### src/rtl/ddrx_refresh_timer.sv
`default_nettype none
// ============================================================================
//  Module   : ddrx_refresh_timer
//  Purpose  : Periodic auto-refresh generator for a DDRx controller. Counts
//             the tREFI interval, accumulates owed refreshes up to the
//             postpone limit, and competes for the command bus with the main
//             scheduler over a req/gnt handshake. A granted round issues an
//             optional precharge-all, waits tRP, issues one auto-refresh and
//             waits tRFC while holding rfsh_busy.
//  Ports    :
//     ctl_clk           in   controller clock, rising edge
//     ctl_reset         in   asynchronous active-high reset
//     ctl_cal_success   in   calibration done; logic held cleared while low
//     cfg_trefi         in   refresh interval in cycles (0 treated as 1)
//     cfg_trp           in   precharge-to-refresh wait (0 treated as 1)
//     cfg_trfc          in   refresh-to-next-command wait (0 treated as 1)
//     bank_open         in   per chip: at least one bank open
//     rfsh_gnt          in   bus grant from the main state machine
//     rfsh_req          out  refresh pending, requesting the bus
//     rfsh_urgent       out  owed refreshes at the postpone limit
//     rfsh_busy         out  refresh sequence owns the bus
//     do_precharge_all  out  one-cycle precharge-all command
//     do_refresh        out  one-cycle auto-refresh command
//     to_chip           out  target chips (all ones during a command)
//     pending_cnt       out  refreshes owed
//  Revision : 1.0  initial release
// ============================================================================
module ddrx_refresh_timer #(
    parameter int MEM_IF_CS_WIDTH = 1,
    parameter int CNT_WIDTH       = 16,
    parameter int TMR_WIDTH       = 8,
    parameter int MAX_POSTPONE    = 8
) (
    input  logic                       ctl_clk,
    input  logic                       ctl_reset,
    input  logic                       ctl_cal_success,
    input  logic [CNT_WIDTH-1:0]       cfg_trefi,
    input  logic [TMR_WIDTH-1:0]       cfg_trp,
    input  logic [TMR_WIDTH-1:0]       cfg_trfc,
    input  logic [MEM_IF_CS_WIDTH-1:0] bank_open,
    input  logic                       rfsh_gnt,
    output logic                       rfsh_req,
    output logic                       rfsh_urgent,
    output logic                       rfsh_busy,
    output logic                       do_precharge_all,
    output logic                       do_refresh,
    output logic [MEM_IF_CS_WIDTH-1:0] to_chip,
    output logic [3:0]                 pending_cnt
);

    localparam logic [3:0] c_MAX_PEND = 4'(MAX_POSTPONE);

    typedef enum logic [2:0] {
        ST_IDLE     = 3'd0,
        ST_REQ      = 3'd1,
        ST_PCH      = 3'd2,
        ST_WAIT_RP  = 3'd3,
        ST_REF      = 3'd4,
        ST_WAIT_RFC = 3'd5
    } state_t;

    // ------------------------------------------------------------------
    // Reload values. A programmed 0 behaves like 1 so the timers can never
    // wrap around to their maximum.
    // ------------------------------------------------------------------
    logic [CNT_WIDTH-1:0] w_trefi_m1;
    logic [TMR_WIDTH-1:0] w_trp_m1;
    logic [TMR_WIDTH-1:0] w_trfc_m1;

    assign w_trefi_m1 = (cfg_trefi == '0) ? '0 : cfg_trefi - CNT_WIDTH'(1);
    assign w_trp_m1   = (cfg_trp   == '0) ? '0 : cfg_trp   - TMR_WIDTH'(1);
    assign w_trfc_m1  = (cfg_trfc  == '0) ? '0 : cfg_trfc  - TMR_WIDTH'(1);

    // ------------------------------------------------------------------
    // Free-running tREFI interval counter. r_started marks that the first
    // calibrated cycle has loaded the interval; it is cleared whenever
    // calibration drops so the interval restarts in full afterwards.
    // ------------------------------------------------------------------
    logic [CNT_WIDTH-1:0] r_interval;
    logic                 r_started;
    logic                 w_tick;

    assign w_tick = r_started && (r_interval == '0);

    always_ff @(posedge ctl_clk or posedge ctl_reset) begin
        if (ctl_reset) begin
            r_interval <= '0;
            r_started  <= 1'b0;
        end else if (!ctl_cal_success) begin
            r_interval <= '0;
            r_started  <= 1'b0;
        end else if (!r_started) begin
            r_interval <= w_trefi_m1;
            r_started  <= 1'b1;
        end else if (w_tick) begin
            r_interval <= w_trefi_m1;
        end else begin
            r_interval <= r_interval - CNT_WIDTH'(1);
        end
    end

    // ------------------------------------------------------------------
    // Owed-refresh accumulator. The decrement happens during the cycle the
    // refresh command is on the bus. A tick and a decrement in the same
    // cycle cancel; the sum is clamped so ticks at the limit are dropped.
    // REF is only reachable with at least one refresh owed, so the
    // subtraction cannot underflow.
    // ------------------------------------------------------------------
    state_t     r_state;
    logic       w_dec;
    logic [4:0] w_pend_sum;
    logic [3:0] w_pend_next;

    assign w_dec = (r_state == ST_REF);

    always_comb begin
        w_pend_sum  = {1'b0, pending_cnt} + {4'd0, w_tick} - {4'd0, w_dec};
        w_pend_next = w_pend_sum[3:0];
        if (w_pend_sum > {1'b0, c_MAX_PEND}) begin
            w_pend_next = c_MAX_PEND;
        end
    end

    always_ff @(posedge ctl_clk or posedge ctl_reset) begin
        if (ctl_reset) begin
            pending_cnt <= 4'd0;
            rfsh_urgent <= 1'b0;
        end else if (!ctl_cal_success) begin
            pending_cnt <= 4'd0;
            rfsh_urgent <= 1'b0;
        end else begin
            pending_cnt <= w_pend_next;
            rfsh_urgent <= (w_pend_next == c_MAX_PEND);
        end
    end

    // ------------------------------------------------------------------
    // Refresh sequencer. Outputs are registered together with the state
    // they belong to, so each output is set on the transition into its
    // state. The wait timer is loaded on entry to PCH/REF and counts in
    // those states too, which places the refresh exactly tRP cycles after
    // the precharge and the return to IDLE exactly tRFC cycles after the
    // refresh. A wait of one cycle therefore skips the WAIT_* state.
    // ------------------------------------------------------------------
    logic [TMR_WIDTH-1:0] r_timer;

    always_ff @(posedge ctl_clk or posedge ctl_reset) begin
        if (ctl_reset) begin
            r_state          <= ST_IDLE;
            r_timer          <= '0;
            rfsh_req         <= 1'b0;
            rfsh_busy        <= 1'b0;
            do_precharge_all <= 1'b0;
            do_refresh       <= 1'b0;
            to_chip          <= '0;
        end else if (!ctl_cal_success) begin
            r_state          <= ST_IDLE;
            r_timer          <= '0;
            rfsh_req         <= 1'b0;
            rfsh_busy        <= 1'b0;
            do_precharge_all <= 1'b0;
            do_refresh       <= 1'b0;
            to_chip          <= '0;
        end else begin
            rfsh_req         <= 1'b0;
            rfsh_busy        <= 1'b0;
            do_precharge_all <= 1'b0;
            do_refresh       <= 1'b0;
            to_chip          <= '0;

            case (r_state)
                ST_IDLE: begin
                    if (pending_cnt != 4'd0) begin
                        r_state  <= ST_REQ;
                        rfsh_req <= 1'b1;
                    end
                end

                ST_REQ: begin
                    if (rfsh_gnt) begin
                        rfsh_busy <= 1'b1;
                        to_chip   <= '1;
                        if (|bank_open) begin
                            r_state          <= ST_PCH;
                            do_precharge_all <= 1'b1;
                            r_timer          <= w_trp_m1;
                        end else begin
                            r_state    <= ST_REF;
                            do_refresh <= 1'b1;
                            r_timer    <= w_trfc_m1;
                        end
                    end else begin
                        rfsh_req <= 1'b1;
                    end
                end

                ST_PCH, ST_WAIT_RP: begin
                    rfsh_busy <= 1'b1;
                    if (r_timer == '0) begin
                        r_state    <= ST_REF;
                        do_refresh <= 1'b1;
                        to_chip    <= '1;
                        r_timer    <= w_trfc_m1;
                    end else begin
                        r_state <= ST_WAIT_RP;
                        r_timer <= r_timer - TMR_WIDTH'(1);
                    end
                end

                ST_REF, ST_WAIT_RFC: begin
                    if (r_timer == '0) begin
                        r_state <= ST_IDLE;
                    end else begin
                        r_state   <= ST_WAIT_RFC;
                        rfsh_busy <= 1'b1;
                        r_timer   <= r_timer - TMR_WIDTH'(1);
                    end
                end

                default: begin
                    r_state <= ST_IDLE;
                end
            endcase
        end
    end

endmodule
`default_nettype wire

### config.mk
export PLATFORM = sky130hd
export DESIGN_NAME = ddrx_refresh_timer
export DESIGN_NICKNAME = d
export VERILOG_FILES = /design/src/rtl/ddrx_refresh_timer.sv
export SDC_FILE = /design/constraint.sdc
export NUM_CORES = 1
export LEC_CHECK = 0
export ABC_AREA = 1
export BUFFER_PORTS_ARGS = -buffer_cell sky130_fd_sc_hd__buf_2
export CELL_PAD_IN_SITES_DETAIL_PLACEMENT = 1
export CELL_PAD_IN_SITES_GLOBAL_PLACEMENT = 2
export CORE_MARGIN = 5
export CORE_UTILIZATION = 34
export DETAILED_ROUTE_END_ITERATION = 7
export GPL_TIMING_DRIVEN = 0
export HOLD_SLACK_MARGIN = 0.05
export PLACE_DENSITY_LB_ADDON = 0.1
export SLEW_MARGIN = 20
export SYNTH_ARGS = -nofsm -noshare
export SYNTH_HDL_FRONTEND = slang
export SYNTH_SLANG_ARGS = --single-unit
### constraint.sdc
create_clock -name ctl_clk -period 7.7 [get_ports ctl_clk]
set_input_delay 1.155 -clock ctl_clk [delete_from_list [all_inputs] [get_ports ctl_clk]]
set_output_delay 1.155 -clock ctl_clk [all_outputs]
set_load 0.1 [all_outputs]
==> out/qor.csv, run 1 <==
stage,metric,value,unit
run_status,result of the run,completed,
routing,routed via count,3409,
cts,post-cts resize count,0,
power,Max IR drop VDD,130,µV
power,clock share of power,13.5,%
logic_synthesis,average footprint of a synthesized cell,6.36,µm²
place,pre-CTS setup slack,4.86,ns
power,switching power of the nets,0.588,mW
place,routability-driven placement congestion ratio,0.801,
logic_synthesis,total standard cell area after synthesis,3450,µm²
final_layout,count of fill cells added during filler insertion,1342,
cts,CTS tree,built,
critical_path,critical path data required time,7.93,ns
die,Die Span X,111,µm
power,Tot Pwr,1.10,mW
die,placement row count,36,
final_layout,post-synthesis to final-layout area growth,14.8,%
cts,Longest Clk Path Bufs,2,
die,die footprint,12300,µm²
place,Cells after DPL,723,
place,detailed placer's ending HPWL,8110,µm
critical_path,depth of the worst register-to-register path,17,
critical_path,largest fanout on the critical path,4,
cts,worst-skew pair later-pin latency,0.30,ns
critical_path,Crit Path Class,register to register,
min_path,path type of the worst min-delay path,register to register,
final_layout,layout net count,650,
power,part of the total power dissipated in sequential elements,25.0,%
timing,hold violation total from the final report,0,
timing,final critical-path setup slack,4.91,ns
critical_path,critical path launch point type,register,
critical_path,worst reg-to-reg setup slack,4.91,ns
timing,worst-margin pin slew,0.528,ns
cts,post-cts hold buffer count,0,
global_route,antenna violations before repair,0,
global_route,GRT Resource Usage Total,16.8,%
logic_synthesis,cell type contributing the most total cell area after synthesis,sky130_fd_sc_hd__dfrtp_1,
timing,final-layout setup total negative slack,0,ns
critical_path,r2r endpoint,pending_cnt[2],
timing,setup clock skew after layout,0.00552,ns
final_layout,Layout Utilization,40.4,%
final_layout,Diodes inserted,0,
logic_synthesis,Synth Net Count,596,
routing,total wire length,9810,µm
critical_path,type of element capturing the critical path,register,
min_path,destination of the worst hold path,r_timer[0],
logic_synthesis,Yosys warning total,0,
logic_synthesis,share of Yosys cell area claimed by the top area cell type,27.5,%
power,Switching Share,53.4,%
place,count of input and output buffers,46,
critical_path,worst reg2reg startpoint,r_interval[0],
global_route,vias in the first global route,3658,
die,io pins,47,
routing,post-DR wirelength/cell,13.4,µm
die,starting utilization of the core area,35.2,%
routing,initial DRC count,97,
final_layout,"most common cell after layout, fill and taps aside",sky130_fd_sc_hd__nand2_1,
logic_synthesis,share of the yosys chip area belonging to registers,27.5,%
min_path,depth of the worst hold-timing path,2,
global_route,global-route wire length before repair,17500,µm
cts,clock sink total,38,
cts,clock root cell,sky130_fd_sc_hd__clkbuf_8,
final_layout,most used cells in the layout excluding fill and tap cells,"sky130_fd_sc_hd__nand2_1, sky130_fd_sc_hd__nor2_1, sky130_fd_sc_hd__inv_1",
min_path,launch point of the worst hold path,r_timer[0],
power,Combinational Power Share,61.6,%
routing,Detail Route Antenna Nets,0,
global_route,pin count of the biggest net entering global routing,28,
timing,worst slew margin relative to its limit,64.8,%
timing,final setup violation count,0,
routing,average via count per standard cell,4.66,
die,Core Region,9820,µm²
logic_synthesis,Unique masters post-synth,37,
timing,unrepaired setup endpoints after global routing,false,
logic_synthesis,"flops & latches, synth",38,
routing,DRC,0,
die,floorplan die height,111,µm
timing,post-route clock period utilization,36.2,%
cts,level count of the clock H-tree,2,
timing,shortest clock period the worst path allows after layout,2.79,ns
cts,number of CTS-inserted buffers,5,
final_layout,share of cells above drive strength 1,17.7,%
final_layout,Post-Layout Cell Count,731,
routing,drt first pass iters,4,
logic_synthesis,gate count of the mapped netlist,543,
timing,highest attainable clock frequency,359,MHz
timing,number of max-slew violations in the final report,0,
cts,post-CTS setup buffer count,0,
critical_path,CP Data Arrival Time,3.01,ns
power,total power per unit cell area,278,nW/µm²
logic_synthesis,main area contributors after synthesis,"sky130_fd_sc_hd__dfrtp_1, sky130_fd_sc_hd__nand2_1, sky130_fd_sc_hd__nor2_1, sky130_fd_sc_hd__nand3_1, sky130_fd_sc_hd__inv_1",
flow_run,max_cap viols,0,
global_route,final global-route overflow total,0,
power,leakage dissipation,2.15,nW
power,Internal Pwr Total,0.513,mW
cts,clock-pin slew on the worst setup and hold paths,0.08,ns
==> kinds of logic (layout without fill, tap and decap cells) <==
| kind of cell | after synthesis | count (layout) | share of synthesized area [%] |
|---|---|---|---|
| simple gates | 347 | 347 | 45.7 |
| buf+inv | 85 | 140 | 9.75 |
| fa+ha+maj | 16 | 16 | 6.01 |
| xor+xnor | 20 | 20 | 5.07 |
| compound gates | 37 | 37 | 5.94 |
| flops | 38 | 38 | 27.5 |
==> cell usage after synthesis (all sizes together) <==
| library cell | n |
|---|---|
| a21o | 3 |
| a21oi | 20 |
| a22oi | 1 |
| and3 | 1 |
| buf | 3 |
| clkbuf | 1 |
| dfrtp | 38 |
| fa | 1 |
| ha | 15 |
| inv | 81 |
| nand2 | 167 |
| nand2b | 1 |
| nand3 | 63 |
| nand3b | 1 |
| nand4 | 3 |
| nor2 | 103 |
| nor3 | 6 |
| nor3b | 1 |
| o21a | 1 |
| o21ai | 9 |
| o21bai | 2 |
| o31ai | 1 |
| or2 | 1 |
| xnor2 | 2 |
| xor2 | 18 |
==> final cells by class <==
| cell class | instances | area, µm² | area share (%) |
|---|---|---|---|
| buffer | 4 | 27.5 | 0.694 |
| clock buffer | 6 | 82.6 | 2.08 |
| clock inverter | 2 | 12.5 | 0.316 |
| inverter | 81 | 309 | 7.79 |
| multi-input combinational | 420 | 2170 | 54.6 |
| sequential | 38 | 951 | 24.0 |
| tap | 133 | 166 | 4.20 |
| timing repair buffer | 47 | 250 | 6.31 |
==> metrics by stage <==
step           hold WS (ns)  area, µm²
2_1_floorplan         0.449       3450
4_1_cts               0.513       3970
5_1_grt               0.539       3970
3_5_place_dp          0.487       3870
6_report              0.507       3970
3_3_place_gp          0.467       3850
==> power by group through the flow <==
stage | Combinational [mW] | Sequential [mW] | Clock, mW
after detailed placement | 0.683 | 0.279 | 0
final | 0.678 | 0.275 | 0.148
after floorplan | 0.426 | 0.380 | 0
after CTS | 0.688 | 0.275 | 0.155
after global routing | 0.768 | 0.282 | 0.163
after global placement | 0.672 | 0.276 | 0
==> metal layers <==
layer / part of all wire, % / routed length [µm] / track usage, %
met3: 3.2 / 315 / 1.86
met2: 44 / 4330 / 28.0
met1: 52 / 5070 / 23.7
met4: 0.93 / 91 / 3.45
met5: 0 / 0 / 0
==> worst max-delay path by stage <==
stage	startpoint	cells past startpoint	end	slack, ns
2_1_floorplan	r_interval[0]	17	pending_cnt[0]	5.22
3_3_place_gp	r_interval[0]	17	pending_cnt[2]	4.98
3_5_place_dp	r_interval[0]	17	pending_cnt[2]	4.86
4_1_cts	r_interval[0]	17	pending_cnt[2]	4.85
5_1_grt	r_interval[0]	17	pending_cnt[0]	4.51
6_report	r_interval[0]	17	pending_cnt[2]	4.91
==> worst max-delay path, cell delays in order, from the launching register on <==
cell,delay (ns)
sky130_fd_sc_hd__dfrtp_1,0.37
sky130_fd_sc_hd__inv_1,0.11
sky130_fd_sc_hd__ha_1,0.16
sky130_fd_sc_hd__nand3_1,0.11
sky130_fd_sc_hd__nor2_4,0.14
sky130_fd_sc_hd__nand3_1,0.10
sky130_fd_sc_hd__ha_1,0.28
sky130_fd_sc_hd__inv_1,0.05
sky130_fd_sc_hd__ha_1,0.15
sky130_fd_sc_hd__inv_1,0.05
sky130_fd_sc_hd__fa_1,0.40
sky130_fd_sc_hd__inv_1,0.08
sky130_fd_sc_hd__a21oi_1,0.06
sky130_fd_sc_hd__nor2_1,0.09
sky130_fd_sc_hd__nor2_1,0.05
sky130_fd_sc_hd__xor2_1,0.24
sky130_fd_sc_hd__nand3_1,0.17
sky130_fd_sc_hd__nor2_1,0.12
==> state kept, by name, indices dropped and copies added (netlist names) <==
signal            flops
rfsh_urgent           1
r_started             1
r_timer               8
to_chip               1
r_interval           16
r_state               3
do_refresh            1
rfsh_req              1
rfsh_busy             1
do_precharge_all      1
pending_cnt           4
(Power assumes the default switching activity.)
==> run 2, diff against run 1 <==
--- a/config.mk
+++ b/config.mk
@@ -5,12 +5,12 @@
 export SDC_FILE = /design/constraint.sdc
 export NUM_CORES = 1
 export LEC_CHECK = 0
-export ABC_AREA = 1
+export ABC_AREA = 0
 export BUFFER_PORTS_ARGS = -buffer_cell sky130_fd_sc_hd__buf_2
 export CELL_PAD_IN_SITES_DETAIL_PLACEMENT = 1
 export CELL_PAD_IN_SITES_GLOBAL_PLACEMENT = 2
 export CORE_MARGIN = 5
-export CORE_UTILIZATION = 34
+export CORE_UTILIZATION = 35
 export DETAILED_ROUTE_END_ITERATION = 7
 export GPL_TIMING_DRIVEN = 0
 export HOLD_SLACK_MARGIN = 0.05
==> constraint.sdc (replaced) <==
create_clock -name ctl_clk -period 2.8 [get_ports ctl_clk]
set_input_delay 0.42 -clock ctl_clk [delete_from_list [all_inputs] [get_ports ctl_clk]]
set_output_delay 0.42 -clock ctl_clk [all_outputs]
set_load 0.1 [all_outputs]
==> out/qor.csv, run 2 <==
stage,metric,value,unit,change
die,floorplan die height,104,µm,-5.9%
final_layout,share of cells above drive strength 1,23.1,%,+5.4 points
cts,Longest Clk Path Bufs,2,,unchanged
critical_path,most frequent cell on the critical path,sky130_fd_sc_hd__or3_4,,
logic_synthesis,cell type contributing the most total cell area after synthesis,sky130_fd_sc_hd__dfrtp_1,,
routing,post-DR wirelength/cell,16.9,µm,+26%
die,Core Region,8680,µm²,-12%
routing,routed via count,2907,,-15%
critical_path,type of element capturing the critical path,register,,
die,die footprint,10900,µm²,-11%
final_layout,Layout Utilization,43.3,%,+2.9 points
place,count of input and output buffers,46,,unchanged
logic_synthesis,"flops & latches, synth",38,,unchanged
routing,drt first pass iters,4,,unchanged
final_layout,count of fill cells added during filler insertion,1066,,-21%
final_layout,Reg with most FFs,r_interval,,
critical_path,critical path data required time,3.05,ns,-4.88 ns
logic_synthesis,main area contributors after synthesis,"sky130_fd_sc_hd__dfrtp_1, sky130_fd_sc_hd__xnor2_1, sky130_fd_sc_hd__ha_1, sky130_fd_sc_hd__xor2_1, sky130_fd_sc_hd__nand2_1",,
timing,final critical-path setup slack,-0.301,ns,-5.21 ns
critical_path,worst reg2reg startpoint,r_interval[9],,
timing,highest attainable clock frequency,323,MHz,-10%
power,Max IR drop VDD,251,µV,+93%
die,io pins,47,,unchanged
logic_synthesis,share of Yosys cell area claimed by the top area cell type,30.6,%,+3.0 points
logic_synthesis,most common cell in the netlist,sky130_fd_sc_hd__dfrtp_1,,
flow_run,max_cap viols,0,,unchanged
logic_synthesis,gate count of the mapped netlist,360,,-34%
critical_path,worst reg-to-reg setup slack,-0.30,ns,-5.21 ns
cts,clock root cell,sky130_fd_sc_hd__clkbuf_8,,
routing,DRC,0,,unchanged
timing,shortest clock period the worst path allows after layout,3.10,ns,+0.313 ns
critical_path,largest incremental delay on the critical path,0.40,ns,about the same
cts,post-cts hold buffer count,0,,unchanged
final_layout,most used cells in the layout excluding fill and tap cells,"sky130_fd_sc_hd__buf_2, sky130_fd_sc_hd__dfrtp_1, sky130_fd_sc_hd__nand2_1",,
die,placement row count,34,,-5.6%
die,starting utilization of the core area,35.8,%,+0.66 points
timing,unrepaired setup endpoints after global routing,true,,
routing,total wire length,8990,µm,-8.4%
final_layout,"most common cell after layout, fill and taps aside",sky130_fd_sc_hd__buf_2,,
place,pre-CTS setup slack,-0.501,ns,-5.36 ns
timing,worst-margin pin slew,0.902,ns,+0.374 ns
routing,Detail Route Antenna Nets,0,,unchanged
timing,hold violation total from the final report,0,,unchanged
die,Die Span X,104,µm,-5.9%
min_path,path type of the worst min-delay path,primary input to async pin,,
final_layout,layout net count,476,,-27%
power,Combinational Power Share,49.9,%,-12 points
final_layout,max FFs per register,16,,unchanged
run_status,violations in the final reports,setup timing,,
routing,initial DRC count,103,,+6.2%
power,part of the total power dissipated in sequential elements,27.6,%,+2.6 points
timing,final setup violation count,5,,+5
critical_path,largest fanout on the critical path,5,,+1
global_route,vias in the first global route,2958,,-19%
cts,clock-pin slew on the worst setup and hold paths,0.09,ns,about the same
critical_path,critical path capture point,pending_cnt[1],,
final_layout,post-synthesis to final-layout area growth,20.8,%,
power,Switching Share,44.3,%,-9.1 points
power,switching power of the nets,1.16,mW,+98%
critical_path,cell chain of the critical path,"or3_4, or3_4, or3_4, ha_4, inv_4, ha_4, inv_2, fa_2, inv_2, a21oi_2, o21bai_2, xnor2_2, and4b_1",,
global_route,global-route wire length before repair,15000,µm,-14%
final_layout,registers with the highest flip-flop counts,"r_interval (16), r_timer (8), pending_cnt (4)",,
critical_path,standard cell with the maximum stage delay on the critical path,sky130_fd_sc_hd__dfrtp_1,,
logic_synthesis,count of flip-flops with a built-in enable after synthesis,0,,unchanged
logic_synthesis,Synth Net Count,413,,-31%
timing,post-route clock period utilization,111,%,+75 points
global_route,antenna violations before repair,0,,unchanged
logic_synthesis,leading register cell type out of synthesis,sky130_fd_sc_hd__dfrtp_1,,
critical_path,depth of the worst register-to-register path,13,,-4
global_route,final global-route overflow total,0,,unchanged
cts,number of CTS-inserted buffers,5,,unchanged
logic_synthesis,average footprint of a synthesized cell,8.64,µm²,+36%
timing,number of max-slew violations in the final report,0,,unchanged
power,leakage dissipation,1.63,nW,-24%
cts,clock sink total,38,,unchanged
logic_synthesis,Yosys warning total,0,,unchanged
run_status,result of the run,finished with violations,,
logic_synthesis,most numerous cell types in the synthesized netlist,"sky130_fd_sc_hd__dfrtp_1, sky130_fd_sc_hd__nand2_1, sky130_fd_sc_hd__inv_1",,
final_layout,Diodes inserted,0,,unchanged
global_route,pin count of the biggest net entering global routing,27,,-3.6%
timing,setup clock skew after layout,0.0120,ns,+0.00643 ns
routing,average via count per standard cell,5.46,,+17%
critical_path,r2r endpoint,pending_cnt[1],,
logic_synthesis,share of the yosys chip area belonging to registers,30.6,%,+3.0 points
logic_synthesis,ys async rst share,100,%,unchanged
place,detailed placer's ending HPWL,7010,µm,-14%
timing,worst slew margin relative to its limit,39.4,%,-25 points
place,Placement Cell Area,3500,µm²,-9.6%
critical_path,Crit Path Class,register to register,,
cts,level count of the clock H-tree,2,,unchanged
final_layout,"Non-Filler Cell Area, Final",3750,µm²,-5.3%
power,Internal Pwr Total,1.46,mW,+180%
critical_path,timing startpoint of the critical path,r_interval[9],,
cts,worst-skew pair later-pin latency,0.31,ns,about the same
critical_path,critical path launch point type,register,,
cts,CTS tree,built,,
global_route,GRT Resource Usage Total,16.7,%,-0.13 points
place,routability-driven placement congestion ratio,0.772,,-3.7%
power,total power per unit cell area,699,nW/µm²,+150%
power,clock share of power,22.5,%,+9.0 points
logic_synthesis,total standard cell area after synthesis,3110,µm²,-10%
critical_path,CP Data Arrival Time,3.35,ns,+0.34 ns
logic_synthesis,Unique masters post-synth,66,,+78%
-- run 2: cell count changes in the layout (fill, tap and decap cells not counted), sizes merged, moves of 8 or more --
cell,previous run,this run
or3,0,8
buf,50,59
nor3,6,16
nand2,167,29
xnor2,2,24
nor4,0,9
nor3b,1,9
o21ai,9,22
nor2,103,25
nand3,63,8
inv,81,27
-- run 2: kinds of logic after synthesis --
family | count (synthesis) | synth area share (%)
AOI/OAI and AO/OA | 85 | 18.2
xor gates and xnor gates | 42 | 11.8
adders and majority gates | 16 | 6.68
buffers and inverters | 36 | 4.75
DFF | 38 | 30.6
muxes | 3 | 1.01
and+or+nand+nor | 140 | 26.9
-- run 2: layer usage --
layer / vias to the layer above / track usage [%] / share of wire [%]
li1: 1431 / - / -
met1: 1431 / 24.4 / 50
met2: 38 / 26.1 / 46
met3: 7 / 2.48 / 2.8
met4: 0 / 3.42 / 0.88
met5: - / 0 / 0
-- run 2: power by group through the flow --
stage / combinational [mW] / clock, mW / sequential, mW
5_1_grt: 1.43 / 0.633 / 0.739
2_1_floorplan: 0.727 / 0 / 0.932
3_5_place_dp: 1.24 / 0 / 0.735
4_1_cts: 1.29 / 0.608 / 0.724
3_3_place_gp: 1.22 / 0 / 0.731
6_report: 1.31 / 0.591 / 0.723
-- run 2: worst min-delay path by stage --
stage	from	end	slack [ns]	depth (start not counted)
floorplan	ctl_cal_success	r_started	0.45	0
global placement	r_timer[6]	r_timer[6]	0.54	2
detailed placement	ctl_reset	pending_cnt[3]	0.40	2
CTS	ctl_reset	pending_cnt[3]	0.06	2
global route	ctl_reset	pending_cnt[3]	0.07	2
finish	ctl_reset	pending_cnt[3]	0.05	2
-- run 2: area by class of cell --
cell class              count  area (µm²)  area share (%)
plain buffers               9        46.3            1.23
clock buffers               5        68.8            1.83
clock inverters             3        68.8            1.83
inverters                  27         104            2.77
multi-input cells         286        2060            54.9
flip-flops and latches     38         951            25.3
well taps                 108         135            3.60
repair buffers             56         318            8.46
-- run 2: stage by stage --
stage	power, mW	hold WS [ns]	instances	TNS, ns
after detailed placement	1.98	0.396	515	-2.44
after floorplan	1.66	0.451	360	-1.06
after CTS	2.62	0.0563	529	-1.88
after global routing	2.80	0.0699	532	-1.91
final	2.62	0.0505	532	-1.39
after global placement	1.95	0.543	514	-2.19
-- run 2: what timing repair did --
action                     in CTS  in global routing
pin swaps                       6                  5
setup buffers                   6                  3
hold endpoints to repair        0                  0
setup endpoints to repair       5                  5
resized for setup               6                  7
-- run 2: worst max-delay path, delay by kind of cell (launching register included) --
family,cells,cell delay (ns)
xor+xnor,1,0.18
buf+inv,3,0.15
compound gates,2,0.22
flops,1,0.40
simple gates,4,1.36
fa+ha+maj,3,0.72
